File: config.mk
export PLATFORM = sky130hd
export DESIGN_NAME = i2c_target
export DESIGN_NICKNAME = d
export VERILOG_FILES = /design/src/rtl/i2c_target.sv
export SDC_FILE = /design/constraint.sdc
export NUM_CORES = 1
export LEC_CHECK = 0
export ABC_AREA = 0
export CAP_MARGIN = 20
export CORE_MARGIN = 8
export CORE_UTILIZATION = 49
export CTS_CLUSTER_DIAMETER = 200
export DETAILED_ROUTE_END_ITERATION = 10
export HOLD_SLACK_MARGIN = 0.02
export PLACE_DENSITY = 0.85
export RECOVER_POWER = 50
export SETUP_SLACK_MARGIN = 0.15
export SLEW_MARGIN = 20
export SYNTH_ARGS = -nofsm -noshare
export SYNTH_HDL_FRONTEND = slang
export SYNTH_SLANG_ARGS = --single-unit
File: constraint.sdc
create_clock -name clk_in -period 2 [get_ports clk_in]
set_input_delay 0.5 -clock clk_in [delete_from_list [all_inputs] [get_ports clk_in]]
set_output_delay 0.5 -clock clk_in [all_outputs]
set_load 0.02 [all_outputs]
File: src/rtl/i2c_target.sv
// I2C target (slave) with a fixed 7-bit address.
// Supports single- and multi-byte writes and reads, repeated START and STOP.
// SCL/SDA are oversampled on clk_in, which must run at least 16x faster than SCL.
// Ports:
//   clk_in    system clock
//   rst_in    asynchronous active-high reset
//   scl_in    raw SCL line
//   sda_in    raw SDA line
//   sda_oe    1 = pull SDA low, 0 = release it
//   rx_data   last byte written by the controller
//   rx_valid  one-cycle pulse when rx_data updates
//   tx_data   byte to send on the next read byte
//   tx_req    one-cycle pulse in the cycle tx_data is captured
//   busy      high from an address-matched START until STOP or a new START
module i2c_target #(
    parameter logic [6:0] TARGET_ADDR = 7'h42
) (
    input  logic       clk_in,
    input  logic       rst_in,
    input  logic       scl_in,
    input  logic       sda_in,
    output logic       sda_oe,
    output logic [7:0] rx_data,
    output logic       rx_valid,
    input  logic [7:0] tx_data,
    output logic       tx_req,
    output logic       busy
);

    localparam logic [2:0] S_IDLE      = 3'd0;
    localparam logic [2:0] S_ADDR      = 3'd1;
    localparam logic [2:0] S_ADDR_ACK  = 3'd2;
    localparam logic [2:0] S_WRITE     = 3'd3;
    localparam logic [2:0] S_WRITE_ACK = 3'd4;
    localparam logic [2:0] S_READ      = 3'd5;
    localparam logic [2:0] S_READ_ACK  = 3'd6;
    localparam logic [2:0] S_IGNORE    = 3'd7;

    // Two synchronizer flops plus one history flop per line; all reset to the idle-bus level.
    logic scl_s1_q, scl_s2_q, scl_h_q;
    logic sda_s1_q, sda_s2_q, sda_h_q;

    logic [2:0] state_q, state_d;
    logic [3:0] cnt_q, cnt_d;
    logic [7:0] shift_q, shift_d;
    logic       rw_q, rw_d;
    logic       sda_oe_q, sda_oe_d;
    logic [7:0] rx_data_q, rx_data_d;
    logic       rx_valid_q, rx_valid_d;
    logic       tx_req_q, tx_req_d;
    logic       busy_q, busy_d;

    logic scl_rise, scl_fall, start_ev, stop_ev;

    // Events come from the synchronized value and its one-cycle-old copy, so a
    // pin transition becomes an event after two edges and a registered output
    // change on the third.
    assign scl_rise = scl_s2_q & ~scl_h_q;
    assign scl_fall = ~scl_s2_q & scl_h_q;
    assign start_ev = scl_s2_q & scl_h_q & sda_h_q & ~sda_s2_q;
    assign stop_ev  = scl_s2_q & scl_h_q & ~sda_h_q & sda_s2_q;

    always_comb begin
        state_d    = state_q;
        cnt_d      = cnt_q;
        shift_d    = shift_q;
        rw_d       = rw_q;
        sda_oe_d   = sda_oe_q;
        rx_data_d  = rx_data_q;
        rx_valid_d = 1'b0;
        tx_req_d   = 1'b0;
        busy_d     = busy_q;
        if (start_ev) begin
            // Also covers repeated START: busy drops until the address matches again.
            state_d  = S_ADDR;
            cnt_d    = 4'd0;
            sda_oe_d = 1'b0;
            busy_d   = 1'b0;
        end else if (stop_ev) begin
            state_d  = S_IDLE;
            cnt_d    = 4'd0;
            sda_oe_d = 1'b0;
            busy_d   = 1'b0;
        end else begin
            case (state_q)
                S_ADDR: begin
                    if (scl_rise && cnt_q < 4'd8) begin
                        shift_d = {shift_q[6:0], sda_s2_q};
                        cnt_d   = cnt_q + 4'd1;
                    end else if (scl_fall && cnt_q == 4'd8) begin
                        if (shift_q[7:1] == TARGET_ADDR) begin
                            state_d  = S_ADDR_ACK;
                            sda_oe_d = 1'b1;
                            busy_d   = 1'b1;
                            rw_d     = shift_q[0];
                        end else begin
                            state_d  = S_IGNORE;
                            sda_oe_d = 1'b0;
                        end
                    end
                end
                S_ADDR_ACK: begin
                    if (scl_fall) begin
                        if (!rw_q) begin
                            state_d  = S_WRITE;
                            cnt_d    = 4'd0;
                            sda_oe_d = 1'b0;
                        end else begin
                            // The MSB goes on the bus now, so it already counts as sent.
                            state_d  = S_READ;
                            shift_d  = tx_data;
                            tx_req_d = 1'b1;
                            sda_oe_d = ~tx_data[7];
                            cnt_d    = 4'd1;
                        end
                    end
                end
                S_WRITE: begin
                    if (scl_rise && cnt_q < 4'd8) begin
                        shift_d = {shift_q[6:0], sda_s2_q};
                        cnt_d   = cnt_q + 4'd1;
                        if (cnt_q == 4'd7) begin
                            rx_data_d  = {shift_q[6:0], sda_s2_q};
                            rx_valid_d = 1'b1;
                        end
                    end else if (scl_fall && cnt_q == 4'd8) begin
                        state_d  = S_WRITE_ACK;
                        sda_oe_d = 1'b1;
                    end
                end
                S_WRITE_ACK: begin
                    if (scl_fall) begin
                        state_d  = S_WRITE;
                        cnt_d    = 4'd0;
                        sda_oe_d = 1'b0;
                    end
                end
                S_READ: begin
                    if (scl_fall) begin
                        if (cnt_q < 4'd8) begin
                            shift_d  = {shift_q[6:0], 1'b0};
                            sda_oe_d = ~shift_q[6];
                            cnt_d    = cnt_q + 4'd1;
                        end else begin
                            state_d  = S_READ_ACK;
                            sda_oe_d = 1'b0;
                        end
                    end
                end
                S_READ_ACK: begin
                    // The first event here is the ACK-bit rise; a NACK ends the transfer.
                    if (scl_rise && sda_s2_q) begin
                        state_d = S_IGNORE;
                    end else if (scl_fall) begin
                        state_d  = S_READ;
                        shift_d  = tx_data;
                        tx_req_d = 1'b1;
                        sda_oe_d = ~tx_data[7];
                        cnt_d    = 4'd1;
                    end
                end
                default: begin
                    sda_oe_d = 1'b0;
                end
            endcase
        end
    end

    always_ff @(posedge clk_in or posedge rst_in) begin
        if (rst_in) begin
            scl_s1_q   <= 1'b1;
            scl_s2_q   <= 1'b1;
            scl_h_q    <= 1'b1;
            sda_s1_q   <= 1'b1;
            sda_s2_q   <= 1'b1;
            sda_h_q    <= 1'b1;
            state_q    <= S_IDLE;
            cnt_q      <= 4'd0;
            shift_q    <= 8'h00;
            rw_q       <= 1'b0;
            sda_oe_q   <= 1'b0;
            rx_data_q  <= 8'h00;
            rx_valid_q <= 1'b0;
            tx_req_q   <= 1'b0;
            busy_q     <= 1'b0;
        end else begin
            scl_s1_q   <= scl_in;
            scl_s2_q   <= scl_s1_q;
            scl_h_q    <= scl_s2_q;
            sda_s1_q   <= sda_in;
            sda_s2_q   <= sda_s1_q;
            sda_h_q    <= sda_s2_q;
            state_q    <= state_d;
            cnt_q      <= cnt_d;
            shift_q    <= shift_d;
            rw_q       <= rw_d;
            sda_oe_q   <= sda_oe_d;
            rx_data_q  <= rx_data_d;
            rx_valid_q <= rx_valid_d;
            tx_req_q   <= tx_req_d;
            busy_q     <= busy_d;
        end
    end

    assign sda_oe   = sda_oe_q;
    assign rx_data  = rx_data_q;
    assign rx_valid = rx_valid_q;
    assign tx_req   = tx_req_q;
    assign busy     = busy_q;

endmodule

# After elaboration in Yosys (flattened, before gate mapping)
# Cells that the tools add are included.
# totals
input_bits	12
reg_bits	34
output_inout_bits	12
elab_cells	147
# op_classes
add_sub_neg	1
n_reduce_logical	17
n_lt_le_gt_ge	1
n_mux	67
bitwise_logic	16
eq_ne	30
# ops
operator	count
2-to-1 mux 8 bit	7
!= test 4 bit (second input constant)	11
2-to-1 mux 3 bit	14
2-to-1 mux 4 bit	9
2-to-1 mux 1 bit	32
one-hot mux 8 bit (4 select lines)	1
one-hot mux 4 bit (5 select lines)	1
AND reduction 10 bit	2
one-hot mux 3 bit (6 select lines)	1
!= test 2 bit (second input constant)	6
equality test 3 bit (second input constant)	3
NOT 1 bit	9
AND reduction 9 bit	1
nonzero test 3 bit	3
AND reduction 8 bit	1
nonzero test 8 bit	1
AND 1 bit	7
equality test 7 bit (second input constant)	1
nonzero test 7 bit	1
equality test 3 x 2 -> 1 bit (second input constant)	2
one-hot mux 1 bit (6 select lines)	1
AND reduction 6 bit	1
!= test 5 bit (second input constant)	1
AND reduction 5 bit	1
13 further kinds	15

# Logic depth before layout (Yosys ltp)
# Gate-level depths: netlist (run 1).
# logic_depth
ltp_word	8
ltp_mapped	7
ltp_nobuf	7

# Least setup slack after synthesis (run 1)
# No wires, ideal clock.
# synth_path
kind	register -> register
from	reg shift_q[4]
to	reg rw_q
synth_period_minus_slack_ps	2025
n_path_buf	0
t_arrival_ps	1900
setup_time_ps	125
required_ps	1875
stages_incl_launch_ff	6
setup_slack_ps	-25
cell_sequence	dfrtp_1 > nor4b_2 > nand2_1 > or4_1 > or4_4 > mux2_4
# synth_between
elab_chain_cells	2
# synth_rtl
element	line	source
from (decl)	45	logic [7:0] shift_q, shift_d;
from (signal assigned)	195	shift_q <= shift_d;
equality test 7 bit	91	if (shift_q[7:1] == TARGET_ADDR) begin
AND reduction 6 bit (no line)	--	
to (signal assigned)	196	rw_q <= rw_d;
to (decl)	46	logic rw_q, rw_d;
# Every way passes these cells.
# A chain may end at the register's enable or synchronous reset.

# Worst setup path in the final report (run 1)
# layout_path
from	reg shift_q[3]
to	reg rw_q
# Same word-level chain as after synthesis.

==> flow_summary.yaml, run 1 <==
critical_path:
  ff2ff_setup_slack_ns: -0.10
  crit_type: "register to register"
  cp_max_fo: 2
  crit_path_end_kind: "register"
  r2r-start: "shift_q[3]"
  cp.required_ns: 2.19
  cp.arrival_ns: 2.29
  worst_setup_path_start_kind: "register"
  reg2reg_depth: 5
  r2r-end: "rw_q"
power_and_ir_drop:
  p_leak_uw: 0.00122
  power.total_uw: 4320
  cellPowerDensity_mw_per_mm2: 1510
  vdd_drop_max_mv: 0.984
timing:
  drv_slew: 0
  setup_viol_count_final: 5
  rsz0062_at_grt: "true"
  clock_skew_ns: 0.00918
  finalCritPeriodShare: 1.05
  clock.fmax_ghz: 0.475
  max_slew.worst_pin.slew_ns: 0.865
  post-route-min-period_ns: 2.10
  hold_viol: 0
  setup_slack_ns: -0.105
  max_slew_margin: 0.424
synthesis:
  synthAdderAreaFrac: 0.0137
  synth_compound_area_frac: 0.179
  yosys.area.top_type: "dfrtp_1"
  synth-seq-cells: 34
  synth.distinct_cells: 58
  synth-simple-area-share: 0.184
  synth-warning-count: 0
  avgSynthCellArea_um2: 10.5
  yosysSeqAreaShare: 0.471
  synth.area.mux_share: 0.108
  synth_area_mm2: 0.00182
  synthFlopType: "dfrtp_1"
  synth-edff-count: 0
  synthCells: 173
  yosysTopAreaCellShare: 0.385
  synth.area.top_cells: "dfrtp_1, dfstp_2, mux2_2"
  synthArstFlopShare: 1.00
  synth_xor_area_frac: 0.00962
  ys_top_cells_by_count: "dfrtp_1, nor2_1, a21oi_1"
  synth_nets: 187
  synth_top_family_by_area: "simple AND/OR/NAND/NOR gates"
  synth_most_common_cell: "dfrtp_1"
final_layout:
  drive_gt1_frac: 0.490
  syn2layout_area_growth_pct: 57.3
  postLayoutCellArea_mm2: 0.00286
  post-route-util: 0.794
  final_cells: 297
  nNetsFinal: 263
  diodes: 0
hold_path:
  hold_depth: 0
  hp-start: "sda_s1_q"
  min_path_type: "register to register"
  holdPathEnd: "sda_s2_q"
job:
  max_cap_violations: 0
cts:
  cts-htree-levels: 2
  clk_pin_slew_worst_paths_ns: 0.08
  cts.sinks: 34
  root_buffer: "clkbuf_8"
  clk_latency_ns: 0.30
  cts_tree: "built"
  cts_inserted_buffers: 5
  clockBufferDepth: 2
drt:
  routed_wl_um: 5830
  drtIter0Drc: 158
  firstDrtPassIters: 5
  wl_met3_um: 407
  routed.top_layer: "met4"
  routedWlPerCell_um: 19.6
  ant_nets: 0
  wl_met2_um: 2850
  drc_errors: 0
  vias: 1796
  viasPerCell: 6.05
  wl_met1_um: 2340
global_routing:
  antenna_found_initial: 0
  grt_max_degree: 35
  grt_pass1_wl_um: 8540
  grt-ovfl-total: 0
  grt_pass1_vias: 1744
  grtUsageTotal: 0.177
placed_design:
  port_buffers: 23
  hpwl_um: 3290
  dpl_worst_slack_ns: -0.0421
  dpl.cell_count: 272
  gp_congestion: 0.941
  placed_area_mm2: 0.00237
status:
  violations: "setup timing"
  status: "finished with violations"
floorplan:
  die_h_um: 77.0
  pin_count: 24
  rows: 22
  core_mm2: 0.00361
  start_util: 0.505
  fp.dieW_um: 77.0
  die-area_mm2: 0.00592
-- flip-flops by register name, summed over array words and instances (netlist names) --
name / cells
busy: 1
cnt_q: 4
rw_q: 1
rx_data: 8
rx_valid: 1
scl_h_q: 1
scl_s1_q: 1
scl_s2_q: 1
sda_h_q: 1
sda_oe: 1
sda_s1_q: 1
sda_s2_q: 1
shift_q: 8
state_q: 3
tx_req: 1
-- logic make-up (layout without fill, tap and decap cells) --
family                     count (synthesis)  after routing
AOI/OAI and AO/OA                         45             45
xor gates and xnor gates                   2              2
adders and majority gates                  2              2
buffers and inverters                     13             89
DFF                                       34             34
muxes                                     18             18
and+or+nand+nor                           59             59
-- how the worst max path moves through the flow --
stage	slack, ns	startpoint	endpoint
3_5_place_dp	-0.04	shift_q[4]	rw_q
4_1_cts	-0.04	shift_q[4]	rw_q
3_3_place_gp	0.0009	shift_q[4]	rw_q
2_1_floorplan	-0.02	shift_q[4]	rw_q
5_1_grt	-0.15	shift_q[5]	rw_q
6_report	-0.10	shift_q[3]	rw_q
-- cell usage in the layout (no fill, tap or decap), types with 2 or more instances in the layout --
cell type        synthesis  layout
xnor2_1                  2       2
ha_4                     0       2
o31a_1                   2       2
nor3_1                   2       2
o21ai_2                  1       3
o21ai_0                  7       4
buf_6                    1       8
dfstp_2                  6       5
a21oi_2                  0       9
mux2_2                   9       2
dfrtp_1                 28      27
buf_4                    1      42
mux2_4                   1       8
nand3b_1                 2       2
nand2_1                 10       9
inv_2                    0       2
mux2i_1                  8       8
nor2_1                  19      11
dlygate4sd3_1            0       3
o22ai_1                  2       2
inv_1                    6       4
or4_4                    1       3
a21oi_1                 14       5
clkbuf_8                 0       6
nor2_4                   0       8
nand3_1                  3       3
nand4_1                  2       2
clkdlybuf4s50_1          0      20
-- timing repair --
action | 4_1_cts | 5_1_grt
gates cloned | 0 | 1
hold endpoints to repair | 0 | 0
setup buffers | 10 | 7
resized for setup | 33 | 27
hold buffers | 0 | 0
pin swaps | 16 | 20
setup endpoints to repair | 15 | 25
-- metal layers --
layer  vias up  GRT usage
met4         0     0.0750
met3        28     0.0443
met5         -          0
met2        99      0.294
met1       872      0.212
li1        797          -
-- metrics by stage --
stage | setup TNS, ns | hold slack, ns
floorplan | -0.0247 | 0.345
global placement | 0 | 0.347
detailed placement | -0.0542 | 0.349
CTS | -0.0427 | 0.359
global route | -0.558 | 0.358
finish | -0.140 | 0.357
-- layout make-up --
| type | count | area [µm²] |
|---|---|---|
| clock buffers | 6 | 82.6 |
| clock inverters | 1 | 30.0 |
| fillers | 200 | 742 |
| inverters | 6 | 22.5 |
| multi-input cells | 126 | 1120 |
| flip-flops and latches | 34 | 860 |
| well taps | 48 | 60.1 |
| repair buffers | 76 | 686 |
-- critical path, cell delays in order (launching register included) --
cell,delay [ns]
dfrtp_1,0.40
nor3b_1,0.29
nand2_1,0.12
or4_4,0.43
or4_4,0.44
mux2_4,0.31
-- where the power goes --
part / switching [µW] / internal, µW / total (µW)
Clock: 265 / 399 / 664
Combinational: 1290 / 1330 / 2620
Sequential: 174 / 855 / 1030
Total: 1730 / 2580 / 4320
No activity file was read; power rests on OpenSTA's default activity.
==> run 2: changes to the inputs <==
--- a/config.mk
+++ b/config.mk
@@ -11,6 +11,7 @@
 export CORE_UTILIZATION = 49
 export CTS_CLUSTER_DIAMETER = 200
 export DETAILED_ROUTE_END_ITERATION = 10
+export GPL_ROUTABILITY_DRIVEN = 1
 export HOLD_SLACK_MARGIN = 0.02
 export PLACE_DENSITY = 0.85
 export RECOVER_POWER = 50
==> results of run 2 <==
No change in the layout: final DEF, timing and power equal those of run 1.
==> run 3: changes to the inputs <==
--- a/config.mk
+++ b/config.mk
@@ -13,7 +13,7 @@
 export DETAILED_ROUTE_END_ITERATION = 10
 export GPL_ROUTABILITY_DRIVEN = 1
 export HOLD_SLACK_MARGIN = 0.02
-export PLACE_DENSITY = 0.85
+export PLACE_DENSITY_LB_ADDON = 0.3
 export RECOVER_POWER = 50
 export SETUP_SLACK_MARGIN = 0.15
 export SLEW_MARGIN = 20
==> flow_summary.yaml, run 3 (synthesis gave the netlist of run 1 again) <==
cts:
  cts-htree-levels: 2
  cts.sinks: 34
  clk_pin_slew_worst_paths_ns: 0.07
  clk_latency_ns: 0.29
  cts_inserted_buffers: 5
  hold_buffers: 0
  root_buffer: "clkbuf_8"
  cts_tree: "built"
  clockBufferDepth: 2
floorplan:
  pin_count: 24
  core_mm2: 0.00361
  die-area_mm2: 0.00592
  start_util: 0.505
  fp.dieW_um: 77.0
  rows: 22
  die_h_um: 77.0
power_and_ir_drop:
  power_switching_uw: 1770
  pwr-share-clk: 0.125
  p_int_uw: 2600
  combinationalPowerShare: 0.643
  vdd_drop_max_mv: 0.896
  power_frac_seq: 0.231
  cellPowerDensity_mw_per_mm2: 1490
  p_leak_uw: 0.00128
  netSwitchingFraction: 0.406
hold_path:
  holdPathEnd: "scl_s2_q"
  hp-start: "scl_s1_q"
  hold_depth: 0
  min_path_type: "register to register"
final_layout:
  final_cells: 305
  syn2layout_area_growth_pct: 61.2
  mostFrequentLayoutCells: "buf_4, dfrtp_1, clkdlybuf4s50_1, buf_6, nor2_1"
  post-route-util: 0.814
  nNetsFinal: 270
  diodes: 0
  final_common_cell: "buf_4"
  drive_gt1_frac: 0.518
  nFillCells: 198
critical_path:
  worst_setup_path_start_kind: "register"
  ff2ff_setup_slack_ns: -0.14
  crit_type: "register to register"
  cp.required_ns: 2.22
  reg2reg_depth: 8
  crit_path_end_kind: "register"
  cp.arrival_ns: 2.36
  r2r-end: "shift_q[0]"
  cp_max_fo: 8
  r2r-start: "scl_s2_q"
global_routing:
  grt_pass1_vias: 1892
  grtUsageTotal: 0.191
  grt_pass1_wl_um: 9160
  antenna_found_initial: 0
  grt-ovfl-total: 0
  grt_max_degree: 35
timing:
  finalCritPeriodShare: 1.07
  holdWs_ns: 0.358
  hold_viol: 0
  clock_skew_ns: 0.0125
  post-route-min-period_ns: 2.14
  clock.fmax_ghz: 0.467
  setup_slack_ns: -0.139
  max_slew.worst_pin.slew_ns: 0.843
  setup_viol_count_final: 13
  drv_slew: 0
  rsz0062_at_grt: "true"
  max_slew_margin: 0.438
drt:
  vias: 1810
  routedWlPerCell_um: 19.9
  ant_nets: 0
  drtIter0Drc: 121
  viasPerCell: 5.93
  drc_errors: 0
  firstDrtPassIters: 4
  routed_wl_um: 6070
status:
  status: "finished with violations"
  violations: "setup timing"
placed_design:
  port_buffers: 23
  gp_congestion: 0.884
  dpl.cell_count: 271
  dpl_worst_slack_ns: -0.0768
  hpwl_um: 3380
job:
  max_cap_violations: 0
run 3: changes by cell type in the layout (fill, tap and decap cells not counted), moves of 2 or more:
cell	delta
buf_6	+9
nor2_2	+5
nor2_4	-4
buf_4	-2
run 3: worst max-delay path, cell delays in order (launching register included):
cell and delay [ns]:
dfstp_2 0.55, buf_6 0.11, or2b_1 0.26, a22o_1 0.28
a2111oi_4 0.39, buf_4 0.20, buf_12 0.14, nor2_2 0.05
a21oi_2 0.10
run 3: stage by stage:
stage | TNS, ns | cell area, µm² | total power (µW)
2_1_floorplan | -0.0247 | 1840 | 2170
3_3_place_gp | -0.00857 | 2360 | 2810
3_5_place_dp | -0.0768 | 2360 | 2870
4_1_cts | -0.193 | 2750 | 3950
5_1_grt | -2.49 | 2930 | 4590
6_report | -1.18 | 2930 | 4370
run 3: worst max-delay path by stage:
| stage | depth (start not counted) | end | slack, ns | startpoint |
|---|---|---|---|---|
| after detailed placement | 5 | rw_q | -0.08 | shift_q[4] |
| final | 8 | shift_q[0] | -0.14 | scl_s2_q |
| after global routing | 8 | shift_q[0] | -0.22 | scl_s2_q |
| after CTS | 5 | rw_q | -0.07 | shift_q[6] |
| after global placement | 5 | rw_q | -0.009 | shift_q[4] |
| after floorplan | 5 | rw_q | -0.02 | shift_q[4] |
run 3: what timing repair did:
item                                    4_1_cts  5_1_grt
pin swaps                                    19       15
buffers inserted                             17        8
hold endpoints to repair                      0        0
gates resized for setup                      40       31
endpoints found under the setup margin       23       26
cloned                                        1        0
run 3: power by group through the flow:
stage / Combinational, µW / Sequential (µW) / Clock, µW
floorplan: 1180 / 996 / 0
global placement: 1790 / 1020 / 0
detailed placement: 1840 / 1030 / 0
CTS: 2410 / 1000 / 547
global route: 2990 / 1020 / 577
finish: 2810 / 1010 / 548
run 3: per-layer routing:
| metal | up-vias | global-route usage | share of wire |
|---|---|---|---|
| met5 | - | 0 | 0 |
| met4 | 0 | 0.117 | 0.042 |
| met3 | 26 | 0.0618 | 0.053 |
| met2 | 76 | 0.295 | 0.51 |
| met1 | 904 | 0.226 | 0.39 |
| li1 | 804 | - | - |
run 3: area by class of cell:
class / count / area, µm² / share of cell area
inverter: 6 / 22.5 / 0.00768
clock buffer: 7 / 86.3 / 0.0294
clock inverter: 1 / 5.00 / 0.00171
timing repair buffer: 83 / 779 / 0.266
multi-input combinational: 126 / 1120 / 0.382
tap: 48 / 60.1 / 0.0205
sequential: 34 / 860 / 0.293
